[src/rtl/fsk_pkg.sv]
// Shared definitions for the framed FSK link: FSM state codes, frame length
// and parity helpers (also used by the framed receiver).
package fsk_pkg;

  localparam logic [0:0] IDLE = 1'b0;
  localparam logic [0:0] SEND = 1'b1;

  function automatic int frame_bits(input int data_w, input int parity_en);
    return data_w + ((parity_en != 0) ? 1 : 0) + 2;
  endfunction

  // Zero-extension of narrower words leaves the XOR reduction unchanged.
  function automatic logic parity(input logic [63:0] data, input logic odd);
    return (^data) ^ odd;
  endfunction

endpackage

[src/rtl/fsk_tone_gen.sv]
// Square-wave tone generator: half-period picked by the current bit value,
// phase-aligned (output high, counter cleared) whenever restart is asserted.
module fsk_tone_gen
  import fsk_pkg::*;
#(
  parameter int HALF_F0 = 8,
  parameter int HALF_F1 = 4
) (
  input  logic clk,
  input  logic reset,
  input  logic i_enable,
  input  logic i_restart,
  input  logic i_bit,
  output logic o_fsk
);

  localparam int HALF_MAX = (HALF_F0 > HALF_F1) ? HALF_F0 : HALF_F1;
  localparam int TW = (HALF_MAX > 1) ? $clog2(HALF_MAX) : 1;
  localparam logic [TW-1:0] LAST0 = TW'(HALF_F0 - 1);
  localparam logic [TW-1:0] LAST1 = TW'(HALF_F1 - 1);

  logic [TW-1:0] r_cnt;
  logic          r_fsk;
  logic [TW-1:0] w_last;

  assign w_last = i_bit ? LAST1 : LAST0;

  // Enable and restart describe the coming cycle, so the output stays registered.
  always_ff @(posedge clk or posedge reset) begin
    if (reset) begin
      r_cnt <= '0;
      r_fsk <= 1'b0;
    end else if (!i_enable) begin
      r_cnt <= '0;
      r_fsk <= 1'b0;
    end else if (i_restart) begin
      r_cnt <= '0;
      r_fsk <= 1'b1;
    end else if (r_cnt == w_last) begin
      r_cnt <= '0;
      r_fsk <= ~r_fsk;
    end else begin
      r_cnt <= r_cnt + TW'(1);
    end
  end

  assign o_fsk = r_fsk;

endmodule

[src/rtl/fsk_frame_tx.sv]
// Framed FSK transmitter: start bit, data LSB first, optional parity, stop bit,
// each bit sent as one of two tones; back-to-back frames without a gap.
module fsk_frame_tx
  import fsk_pkg::*;
#(
  parameter int DATA_W     = 8,
  parameter int PARITY_EN  = 1,
  parameter int PARITY_ODD = 0,
  parameter int BIT_CYCLES = 160,
  parameter int HALF_F0    = 8,
  parameter int HALF_F1    = 4
) (
  input  logic              clk,
  input  logic              reset,
  input  logic [DATA_W-1:0] in_data,
  input  logic              in_valid,
  output logic              in_ready,
  output logic              fsk_out,
  output logic              bit_out,
  output logic              busy,
  output logic              frame_done
);

  localparam int FRAME_BITS = frame_bits(DATA_W, PARITY_EN);
  localparam int CW = (BIT_CYCLES > 1) ? $clog2(BIT_CYCLES) : 1;
  localparam int BW = (FRAME_BITS > 1) ? $clog2(FRAME_BITS) : 1;
  localparam logic [CW-1:0] CYC_LAST = CW'(BIT_CYCLES - 1);
  localparam logic [BW-1:0] BIT_LAST = BW'(FRAME_BITS - 1);

  if ((HALF_F0 < 1) || (HALF_F1 < 1)) begin : g_bad_half
    $fatal(1, "fsk_frame_tx: HALF_F0 and HALF_F1 must be at least 1");
  end else if (((BIT_CYCLES % (2 * HALF_F0)) != 0) ||
               ((BIT_CYCLES % (2 * HALF_F1)) != 0)) begin : g_bad_bit_cycles
    $fatal(1, "fsk_frame_tx: BIT_CYCLES must be a multiple of 2*HALF_F0 and 2*HALF_F1");
  end

  logic [0:0]            r_state;
  logic [BW-1:0]         r_bit_cnt;
  logic [CW-1:0]         r_cyc_cnt;
  logic [FRAME_BITS-1:0] r_shift;
  logic                  r_in_ready;
  logic                  r_bit_out;
  logic                  r_busy;
  logic                  r_frame_done;

  logic [FRAME_BITS-1:0] w_frame;
  logic                  w_accept;
  logic [0:0]            w_nxt_state;
  logic [BW-1:0]         w_nxt_bit;
  logic [CW-1:0]         w_nxt_cyc;
  logic [FRAME_BITS-1:0] w_nxt_shift;
  logic                  w_nxt_last;

  assign w_accept = in_valid && r_in_ready;

  // Bit 0 of the frame goes out first; filler above the stop bit is never used.
  always_comb begin
    w_frame = '1;
    w_frame[0] = 1'b0;
    w_frame[DATA_W:1] = in_data;
    if (PARITY_EN != 0) begin
      w_frame[FRAME_BITS-2] = parity(64'(in_data), PARITY_ODD != 0);
    end
  end

  always_comb begin
    w_nxt_state = r_state;
    w_nxt_bit   = r_bit_cnt;
    w_nxt_cyc   = r_cyc_cnt;
    w_nxt_shift = r_shift;
    case (r_state)
      IDLE: begin
        if (w_accept) begin
          w_nxt_state = SEND;
          w_nxt_bit   = '0;
          w_nxt_cyc   = '0;
          w_nxt_shift = w_frame;
        end
      end
      default: begin
        if (r_cyc_cnt == CYC_LAST) begin
          w_nxt_cyc = '0;
          if (r_bit_cnt == BIT_LAST) begin
            w_nxt_bit = '0;
            if (w_accept) begin
              w_nxt_shift = w_frame;
            end else begin
              w_nxt_state = IDLE;
            end
          end else begin
            w_nxt_bit   = r_bit_cnt + BW'(1);
            w_nxt_shift = {1'b1, r_shift[FRAME_BITS-1:1]};
          end
        end else begin
          w_nxt_cyc = r_cyc_cnt + CW'(1);
        end
      end
    endcase
  end

  assign w_nxt_last = (w_nxt_state == SEND) && (w_nxt_bit == BIT_LAST) &&
                      (w_nxt_cyc == CYC_LAST);

  // Outputs are derived from the next state so they line up with it when registered.
  always_ff @(posedge clk or posedge reset) begin
    if (reset) begin
      r_state      <= IDLE;
      r_bit_cnt    <= '0;
      r_cyc_cnt    <= '0;
      r_shift      <= '0;
      r_in_ready   <= 1'b0;
      r_bit_out    <= 1'b0;
      r_busy       <= 1'b0;
      r_frame_done <= 1'b0;
    end else begin
      r_state      <= w_nxt_state;
      r_bit_cnt    <= w_nxt_bit;
      r_cyc_cnt    <= w_nxt_cyc;
      r_shift      <= w_nxt_shift;
      r_in_ready   <= (w_nxt_state == IDLE) || w_nxt_last;
      r_bit_out    <= (w_nxt_state == SEND) ? w_nxt_shift[0] : 1'b1;
      r_busy       <= (w_nxt_state == SEND);
      r_frame_done <= w_nxt_last;
    end
  end

  fsk_tone_gen #(
    .HALF_F0(HALF_F0),
    .HALF_F1(HALF_F1)
  ) u_tone (
    .clk      (clk),
    .reset    (reset),
    .i_enable (w_nxt_state == SEND),
    .i_restart(w_nxt_cyc == '0),
    .i_bit    (r_bit_out),
    .o_fsk    (fsk_out)
  );

  assign in_ready   = r_in_ready;
  assign bit_out    = r_bit_out;
  assign busy       = r_busy;
  assign frame_done = r_frame_done;

endmodule

[config.mk]
export PLATFORM = sky130hd
export DESIGN_NAME = fsk_frame_tx
export DESIGN_NICKNAME = d
export VERILOG_FILES = /design/src/rtl/fsk_pkg.sv /design/src/rtl/fsk_tone_gen.sv /design/src/rtl/fsk_frame_tx.sv
export SDC_FILE = /design/constraint.sdc
export NUM_CORES = 1
export LEC_CHECK = 0
export ABC_AREA = 0
export ABC_CLOCK_PERIOD_IN_PS = 3000
export CAP_MARGIN = 20
export CORE_AREA = 2 2 77 50
export CTS_BUF_LIST = sky130_fd_sc_hd__clkbuf_8
export DETAILED_ROUTE_END_ITERATION = 7
export DIE_AREA = 0 0 79 52
export PLACE_DENSITY = 0.86
export SLEW_MARGIN = 20
export SYNTH_ARGS = -nofsm -noshare
export SYNTH_HDL_FRONTEND = slang
export SYNTH_HIERARCHICAL = 1
export SYNTH_SLANG_ARGS = --single-unit
[constraint.sdc]
create_clock -name clk -period 3 [get_ports clk]
set_input_delay 0.6 -clock clk [delete_from_list [all_inputs] [get_ports clk]]
set_output_delay 0.6 -clock clk [all_outputs]
set_load 0.01 [all_outputs]
==> impl_metrics.yaml, run 1 <==
worst_setup_path:
  cpPeakStageDelay_ns: 0.48
  critPathMaxFanout: 8
  worstPathRequired_ns: 3.21
  path_cells: "ha_1 -> and4bb_2 -> nor4_1 -> o21ai_1 -> nand3b_4 -> and4bb_1 -> and4b_1 -> nor3_2"
  arrival_ns: 2.68
  critPathLaunchType: "flop"
  crit_path_end_kind: "flop"
  crit_path_top_delay_cell: "dfrtp_1"
  worst-setup-path-type: "flop to flop"
sta:
  worst_slew_pin_slew_ns: 0.498
  fin_setup_tns_ns: 0
  timing.hold.ws_ns: 0.438
  post-route-period-util: 0.821
  layout_setup_ws_ns: 0.536
  fmax_ghz: 0.406
  finClkSkew_ns: 0.00250
  hold_viol_final: 0
  finalCriticalPeriod_ns: 2.46
  rsz0062_at_grt: "no"
  finalSetupViolCount: 0
  slew_violations: 0
  slew_headroom: 0.668
cts:
  cts_max_path_buffers: 2
  cts_tree: "built"
  cts_htree_levels: 2
  numCtsBuffers: 5
  postCtsSetupBuffers: 0
  clock-sinks: 31
  clock_latency_ns: 0.29
  cts_hold_buf: 0
  clk_pin_slew_ns: 0.06
  cts_root_buffer: "clkbuf_8"
  ctsResizeCount: 0
logic_synthesis:
  ys_seq_elements: 31
  syn-cell-area_sq_um: 1780
  synthTopCellsByArea: "dfrtp_1 (43%), nand2_1 (4.6%), a221o_1 (3.9%), xnor2_1 (3.4%), o21ai_0 (3.1%)"
  yosysTopAreaCell: "dfrtp_1"
  synth.avg_cell_area_sq_um: 9.54
  synthFlopType: "dfrtp_1"
  synth_cells: 187
  yosysSeqAreaShare: 0.435
  synthArstFlopShare: 1.00
  synth.top_cell.area_share: 0.435
  syn-num-nets: 200
  yosysWarnings: 6
  ys_types: 49
  synth_edf_count: 0
place:
  gp_congestion: 0.908
  port_buffers: 15
  dp.final_hpwl_um: 2770
  dpl_worst_slack_ns: 0.269
  dp_cells: 244
die:
  num_io_pins: 16
  start_util: 0.518
  rows: 17
  dieArea_sq_um: 4110
  dieHeight_um: 52
  die_x_um: 79
  core_sq_um: 3450
route:
  drt_wl_total_um: 3880
  drtAntennaViolNets: 0
  vias_per_cell: 5.93
  vias: 1495
  wire_per_inst_um: 15.4
  drc_errors: 0
  dr.pass1.iters: 4
  drt_iter0_drc: 206
pwr:
  power_switching_mw: 0.177
  p_leak_nw: 0.893
  vdd_ir_drop_max_uv: 313
  switching_share: 0.229
  internal-power_mw: 0.596
  seqPwrFrac: 0.540
  clock_power_share: 0.404
  total_power_mw: 0.774
  p_comb_frac: 0.055
  p_per_area_nw_per_um2: 378
cells_and_area:
  antenna_cells: 0
  fin_cells: 252
  final_layout_size_suffix_gt1_frac: 0.0732
  layout.nets: 217
  layout_commonest_cell: "dfrtp_1"
  syn_to_final_growth_pct: 14.8
  layout_common_cells: "dfrtp_1 (31), nand2_1 (22), clkdlybuf4s50_1 (15), o21ai_0 (11), inv_1 (10)"
grt:
  grt_usage: 0.219
  grt-ovfl-total: 0
  grt_first_pass_wirelength_um: 6690
  grt_max_degree: 28
  grt_pass1_vias: 1355
  antenna_found_initial: 0
min_path:
  hold_class: "flop to flop"
flow_run:
  maxCapViolations: 0
run_status:
  status: "finished, final reports clean"
==> through the flow <==
stage               cell area [sq um]  utilization
finish                           2050        0.594
global route                     2050        0.594
CTS                              2050        0.594
detailed placement               1970        0.571
global placement                 1970        0.571
floorplan                        1780            -
==> per-layer routing <==
layer / up-vias / wire length (um) / share of wire / track usage
met5: - / 0 / 0 / 0
met1: 712 / 2030 / 0.52 / 0.333
met4: 0 / 34 / 0.0088 / 0.0517
met2: 60 / 1530 / 0.39 / 0.298
met3: 6 / 283 / 0.073 / 0.0747
li1: 717 / - / - / -
==> power groups by stage <==
stage                     Combinational (mW)  Sequential, mW  Clock, mW
after floorplan                       0.0215           0.426          0
after global placement                0.0436           0.426          0
final                                 0.0429           0.418      0.313
after detailed placement              0.0433           0.426          0
after global routing                  0.0477           0.418      0.338
after CTS                             0.0436           0.418      0.318
==> worst paths after layout <==
| path | start | to | slack (ns) | cells past startpoint |
|---|---|---|---|---|
| worst max register to register | r_cyc_cnt[0] | u_tone/o_fsk | 0.54 | 8 |
| min in group asynchronous | reset | u_tone/r_cnt[2] | 0.52 | 2 |
| worst min-delay path | u_tone/r_cnt[0] | u_tone/r_cnt[0] | 0.44 | 1 |
| worst max-delay path | r_cyc_cnt[0] | u_tone/o_fsk | 0.54 | 8 |
| worst min register to register | u_tone/r_cnt[0] | u_tone/r_cnt[0] | 0.44 | 1 |
| max in group asynchronous | reset | r_cyc_cnt[0] | 2.04 | 3 |
==> critical path, delay by kind of cell (launching register included) <==
family	cells	cell delay, ns
adder cells (fa/ha/maj)	1	0.35
AND/OR/NAND/NOR	6	1.27
AO/OA/AOI/OAI	1	0.28
flip-flops	1	0.48
==> registers in the layout (all words and copies together) (netlist names) <==
| name | flops |
|---|---|
| r_shift | 11 |
| r_cyc_cnt | 8 |
| r_bit_cnt | 4 |
| u_tone/r_cnt | 3 |
| bit_out | 1 |
| busy | 1 |
| frame_done | 1 |
| in_ready | 1 |
| u_tone/o_fsk | 1 |
==> cell usage after synthesis, drive strengths merged, types with 2 or more instances <==
master / count
a32oi: 3
a221o: 7
nor2b: 2
nand4bb: 2
dfrtp: 31
a31oi: 2
xor2: 5
clkbuf: 2
nand4: 2
o21ai: 14
nor2: 9
buf: 6
and3: 3
a22o: 2
inv: 8
o22ai: 4
and4bb: 2
ha: 2
and2: 7
nand3: 9
a21oi: 7
nor3: 4
nand4b: 2
and4b: 2
nand2: 22
xnor2: 7
mux2i: 2
nand2b: 3
o31ai: 3
==> area by class of cell <==
type | count | area [sq um]
Multi-Input combinational cell | 140 | 930
Timing Repair Buffer | 18 | 173
Tap cell | 47 | 58.8
Fill cell | 296 | 1400
Clock buffer | 5 | 68.8
Inverter | 8 | 30.0
Clock inverter | 3 | 12.5
Sequential cell | 31 | 776
==> cell families (layout without fill, tap and decap cells) <==
group	count (synthesis)	count (layout)	synth area share
AND/OR/NAND/NOR	75	75	0.245
flip-flops	31	31	0.435
AO/OA/AOI/OAI	49	49	0.192
XOR/XNOR	12	12	0.0589
multiplexers	2	2	0.0112
adder cells (fa/ha/maj)	2	2	0.0140
buffers and inverters	16	34	0.0442
Note: power is estimated with default switching activity, not from simulation.
==> run 2, diff against run 1 <==
--- a/config.mk
+++ b/config.mk
@@ -6,7 +6,7 @@
 export NUM_CORES = 1
 export LEC_CHECK = 0
 export ABC_AREA = 0
-export ABC_CLOCK_PERIOD_IN_PS = 3000
+export ABC_CLOCK_PERIOD_IN_PS = 2600
 export CAP_MARGIN = 20
 export CORE_AREA = 2 2 77 50
 export CTS_BUF_LIST = sky130_fd_sc_hd__clkbuf_8
==> constraint.sdc (replaced) <==
create_clock -name clk -period 2.6 [get_ports clk]
set_input_delay 0.52 -clock clk [delete_from_list [all_inputs] [get_ports clk]]
set_output_delay 0.52 -clock clk [all_outputs]
set_load 0.01 [all_outputs]
==> run 2 against run 1 <==
Count of clock-buffer cells in the layout increased by 1; die area is the same; global-route usage grew 0.082 points; critical path depth unchanged; routed wire length rose by 4.4%; sequential power increased by 15%; critical endpoint unchanged.
==> impl_metrics.yaml, run 2 (synthesis results as in run 1) <==
run_status:
  status: "finished, final reports clean"
sta:
  fmax_ghz: 0.417
  fin_setup_tns_ns: 0
  timing.hold.ws_ns: 0.440
  hold_viol_final: 0
  worst_slew_pin_slew_ns: 0.447
  slew_headroom: 0.702
  slew_violations: 0
  finalCriticalPeriod_ns: 2.40
  finClkSkew_ns: 0.00525
  finalSetupViolCount: 0
  rsz0062_at_grt: "no"
  post-route-period-util: 0.923
cts:
  numCtsBuffers: 5
  ctsResizeCount: 0
  cts_tree: "built"
  clock-sinks: 31
  cts_root_buffer: "clkbuf_8"
  cts_hold_buf: 0
  cts_max_path_buffers: 2
  cts_htree_levels: 2
  clock_latency_ns: 0.29
  postCtsSetupBuffers: 0
  clk_pin_slew_ns: 0.07
worst_setup_path:
  critPathLaunchType: "flop"
  critPathMaxFanout: 7
  worst-setup-path-type: "flop to flop"
  arrival_ns: 2.61
  crit_path_end_kind: "flop"
  worstPathRequired_ns: 2.81
cells_and_area:
  top_register: "r_shift"
  finish.utilization: 0.617
  multi_input_area_sq_um: 930
  layout.nets: 221
  fin_cells: 256
  seqCellArea_sq_um: 776
  layout_common_cells: "dfrtp_1 (31), nand2_1 (22), clkdlybuf4s50_1 (15), o21ai_0 (11)"
  largest_register_ffs: 11
  num-fill-cells: 293
  final_layout_size_suffix_gt1_frac: 0.100
  largest_registers: "r_shift: 11 flops, r_cyc_cnt: 8 flops, r_bit_cnt: 4 flops"
  layout_commonest_cell: "dfrtp_1"
  antenna_cells: 0
  syn_to_final_growth_pct: 19.2
die:
  dieArea_sq_um: 4110
  rows: 17
  core_sq_um: 3450
  start_util: 0.518
  dieHeight_um: 52
  die_x_um: 79
  num_io_pins: 16
place:
  port_buffers: 15
  dp.final_hpwl_um: 2900
  dp_cells: 248
  gp_congestion: 0.890
route:
  drt_iter0_drc: 212
  drt_wl_total_um: 4050
  drtAntennaViolNets: 0
  drc_errors: 0
  dr.pass1.iters: 4
  vias_per_cell: 5.90
  wire_per_inst_um: 15.8
  vias: 1511
pwr:
  switching_share: 0.200
  p_per_area_nw_per_um2: 481
  internal-power_mw: 0.819
  p_leak_nw: 0.927
  seqPwrFrac: 0.471
  clock_power_share: 0.479
  power_switching_mw: 0.205
  p_comb_frac: 0.049
  vdd_ir_drop_max_uv: 341
flow_run:
  maxCapViolations: 0
grt:
  antenna_found_initial: 0
  grt_first_pass_wirelength_um: 6910
  grt_usage: 0.220
  grt_pass1_vias: 1422
  grt-ovfl-total: 0
  grt_max_degree: 28
min_path:
  hold_class: "flop to flop"
## run 2: changes by cell type in the layout (fill, tap and decap cells not counted)
cell,change
buf_4,+3
clkbuf_8,+1
buf_12,+1
bufinv_16,+1
inv_1,-2
## run 2: path summary, 6_finish.rpt
path	cells past startpoint	slack [ns]	startpoint	to
min in group asynchronous	2	0.45	reset	u_tone/r_cnt[2]
worst max-delay path	8	0.20	r_cyc_cnt[1]	u_tone/o_fsk
worst max register to register	8	0.20	r_cyc_cnt[1]	u_tone/o_fsk
max in group asynchronous	3	1.72	reset	r_cyc_cnt[0]
worst min register to register	1	0.44	u_tone/r_cnt[0]	u_tone/r_cnt[0]
worst min-delay path	1	0.44	u_tone/r_cnt[0]	u_tone/r_cnt[0]
## run 2: worst max-delay path, stage by stage, from the launching register on
cell	delay [ns]
dfrtp_1	0.43
ha_1	0.34
nand4bb_1	0.21
o21ai_1	0.33
mux2i_1	0.12
o22ai_1	0.21
and4bb_1	0.31
and4b_1	0.22
nor3_2	0.16
## run 2: final cells by class
type	count	share of cell area
inverters	8	0.0141
multi-input cells	140	0.437
flip-flops and latches	31	0.365
repair buffers	22	0.101
clock inverters	2	0.0165
well taps	47	0.0276
clock buffers	6	0.0388
## run 2: power groups by stage
stage / clock (mW) / sequential [mW] / combinational, mW
5_1_grt: 0.516 / 0.482 / 0.0559
4_1_cts: 0.496 / 0.482 / 0.0516
3_3_place_gp: 0 / 0.491 / 0.0507
3_5_place_dp: 0 / 0.491 / 0.0510
2_1_floorplan: 0 / 0.491 / 0.0248
6_report: 0.491 / 0.482 / 0.0506
## run 2: per-layer routing
metal	track usage	vias up	wire length [um]
met5	0	-	0
met4	0.0575	0	35
met3	0.0625	5	312
met2	0.294	61	1770
met1	0.344	720	1930
li1	-	725	-
## run 2: through the flow
step	setup WS [ns]	area, sq um	total power [mW]
5_1_grt	0.0241	2130	1.05
3_3_place_gp	0.119	2010	0.542
4_1_cts	0.228	2130	1.03
2_1_floorplan	0.468	1780	0.516
3_5_place_dp	0.0676	2010	0.542
6_report	0.199	2130	1.02
==> variant (config.mk and constraints of run 2) <==
Change the parameter `PARITY_ODD` from 0 to 1.
--- a/src/rtl/fsk_frame_tx.sv
+++ b/src/rtl/fsk_frame_tx.sv
@@ -5,7 +5,7 @@
 #(
   parameter int DATA_W     = 8,
   parameter int PARITY_EN  = 1,
-  parameter int PARITY_ODD = 0,
+  parameter int PARITY_ODD = 1,
   parameter int BIT_CYCLES = 160,
   parameter int HALF_F0    = 8,
   parameter int HALF_F1    = 4
Behaviour: same outputs for any inputs over 10 cycles, from zero or initial values and one cycle with reset high; that may be too few to reach the edited logic, so the function may still have changed.
==> variant against run 2 <==
- fmax up 2.4%
- count of clock-buffer cells in the layout unchanged
- total power decreased by 12%
- critical path depth grew 1
- via count rose by 1.1%
- worst hold slack got worse by 0.0018 ns
- non-clock buffer count rose by 4
- setup slack improved by 0.057 ns
- wire length decreased by 1.3%
- clock power fell by 25%
- synthesized area down 0.35%
- global-route usage increased by 0.43 points
- sequential cell count unchanged
- design area fell by 0.88%
- critical endpoint unchanged
- highest routed layer unchanged
==> variant: results (changes against run 2) <==
[synth]
ys_top_cells_by_area=sky130_fd_sc_hd__dfrtp_1 (44%), sky130_fd_sc_hd__nand2_1 (7.2%), sky130_fd_sc_hd__xnor2_1 (4.4%)
synth.distinct_cells=48  ; -2.0%
synth_mux_area_share_pct=0.563  ; -0.56 points
synth_fp_nets=202  ; +1.0%
synth_xor_area_share_pct=5.91  ; +0.021 points
synth_adder_area_share_pct=1.41  ; +0.0049 points

[worst_setup_path]
r2r_cells=9  ; +1
max_stage_delay_ns=0.36  ; -0.07 ns
rrSetupSlack_ns=0.26  ; +0.06 ns

[finish]
finish.cell_count_without_fillers=261  ; +2.0%
final-clk-cell-share_pct=4.15  ; -1.4 points
num-nonclk-inverters=7  ; -1
buffer_area_share_pct=11.0  ; +0.92 points
layout.non_clock_buffers=26  ; +18%
nets=227  ; +2.7%
multi_input_comb_area_um2=927  ; -0.27%
sh_seq_area_pct=36.8  ; +0.32 points

[placement]
detailedPlacementHpwl_um=2990  ; +3.1%

[drt]
first_iter_violations=135  ; -36%
drt-vias-per-instance=5.85  ; -0.88%
drt_wl_total_um=4000  ; -1.3%
wirelength_met1_um=1930  ; -0.31%

[pwr]
cellPowerDensity_nw_per_um2=427  ; -11%
power_frac_comb_pct=5.3  ; +0.4 points
power.static_leakage_nw=0.949  ; +2.4%
ir_drop_mv=0.283  ; -17%

[global_route]
grt_pass1_wl_um=6890  ; -0.29%

[timing]
final_worst_clock_skew_ns=0.00533  ; +0.0000794 ns
worstMarginPinSlew_ns=0.425  ; -0.0220 ns
fin_crit_sh_pct=90.1  ; -2.2 points

[status]
run_status=finished clean

==> variant: cell types whose count changed after synthesis, sizes merged, moves of 3 or more <==
| cell | change |
|---|---|
| and2 | -5 |
| a221o | -7 |
| a22o | +6 |
| a21o | +3 |
| o21ai | -5 |
| nand2 | +12 |
| a22oi | +4 |
==> variant: worst min path at each step <==
stage,startpoint,endpoint,slack [ns]
2_1_floorplan,reset,u_tone/o_fsk$_DFFE_PP0P_,0.29
3_3_place_gp,u_tone/r_cnt[0]$_DFF_PP0_,u_tone/r_cnt[0]$_DFF_PP0_,0.43
3_5_place_dp,u_tone/r_cnt[0]$_DFF_PP0_,u_tone/r_cnt[0]$_DFF_PP0_,0.43
4_1_cts,u_tone/r_cnt[0]$_DFF_PP0_,u_tone/r_cnt[0]$_DFF_PP0_,0.44
5_1_grt,reset,u_tone/o_fsk$_DFFE_PP0P_,0.46
6_report,u_tone/r_cnt[0]$_DFF_PP0_,u_tone/r_cnt[0]$_DFF_PP0_,0.44
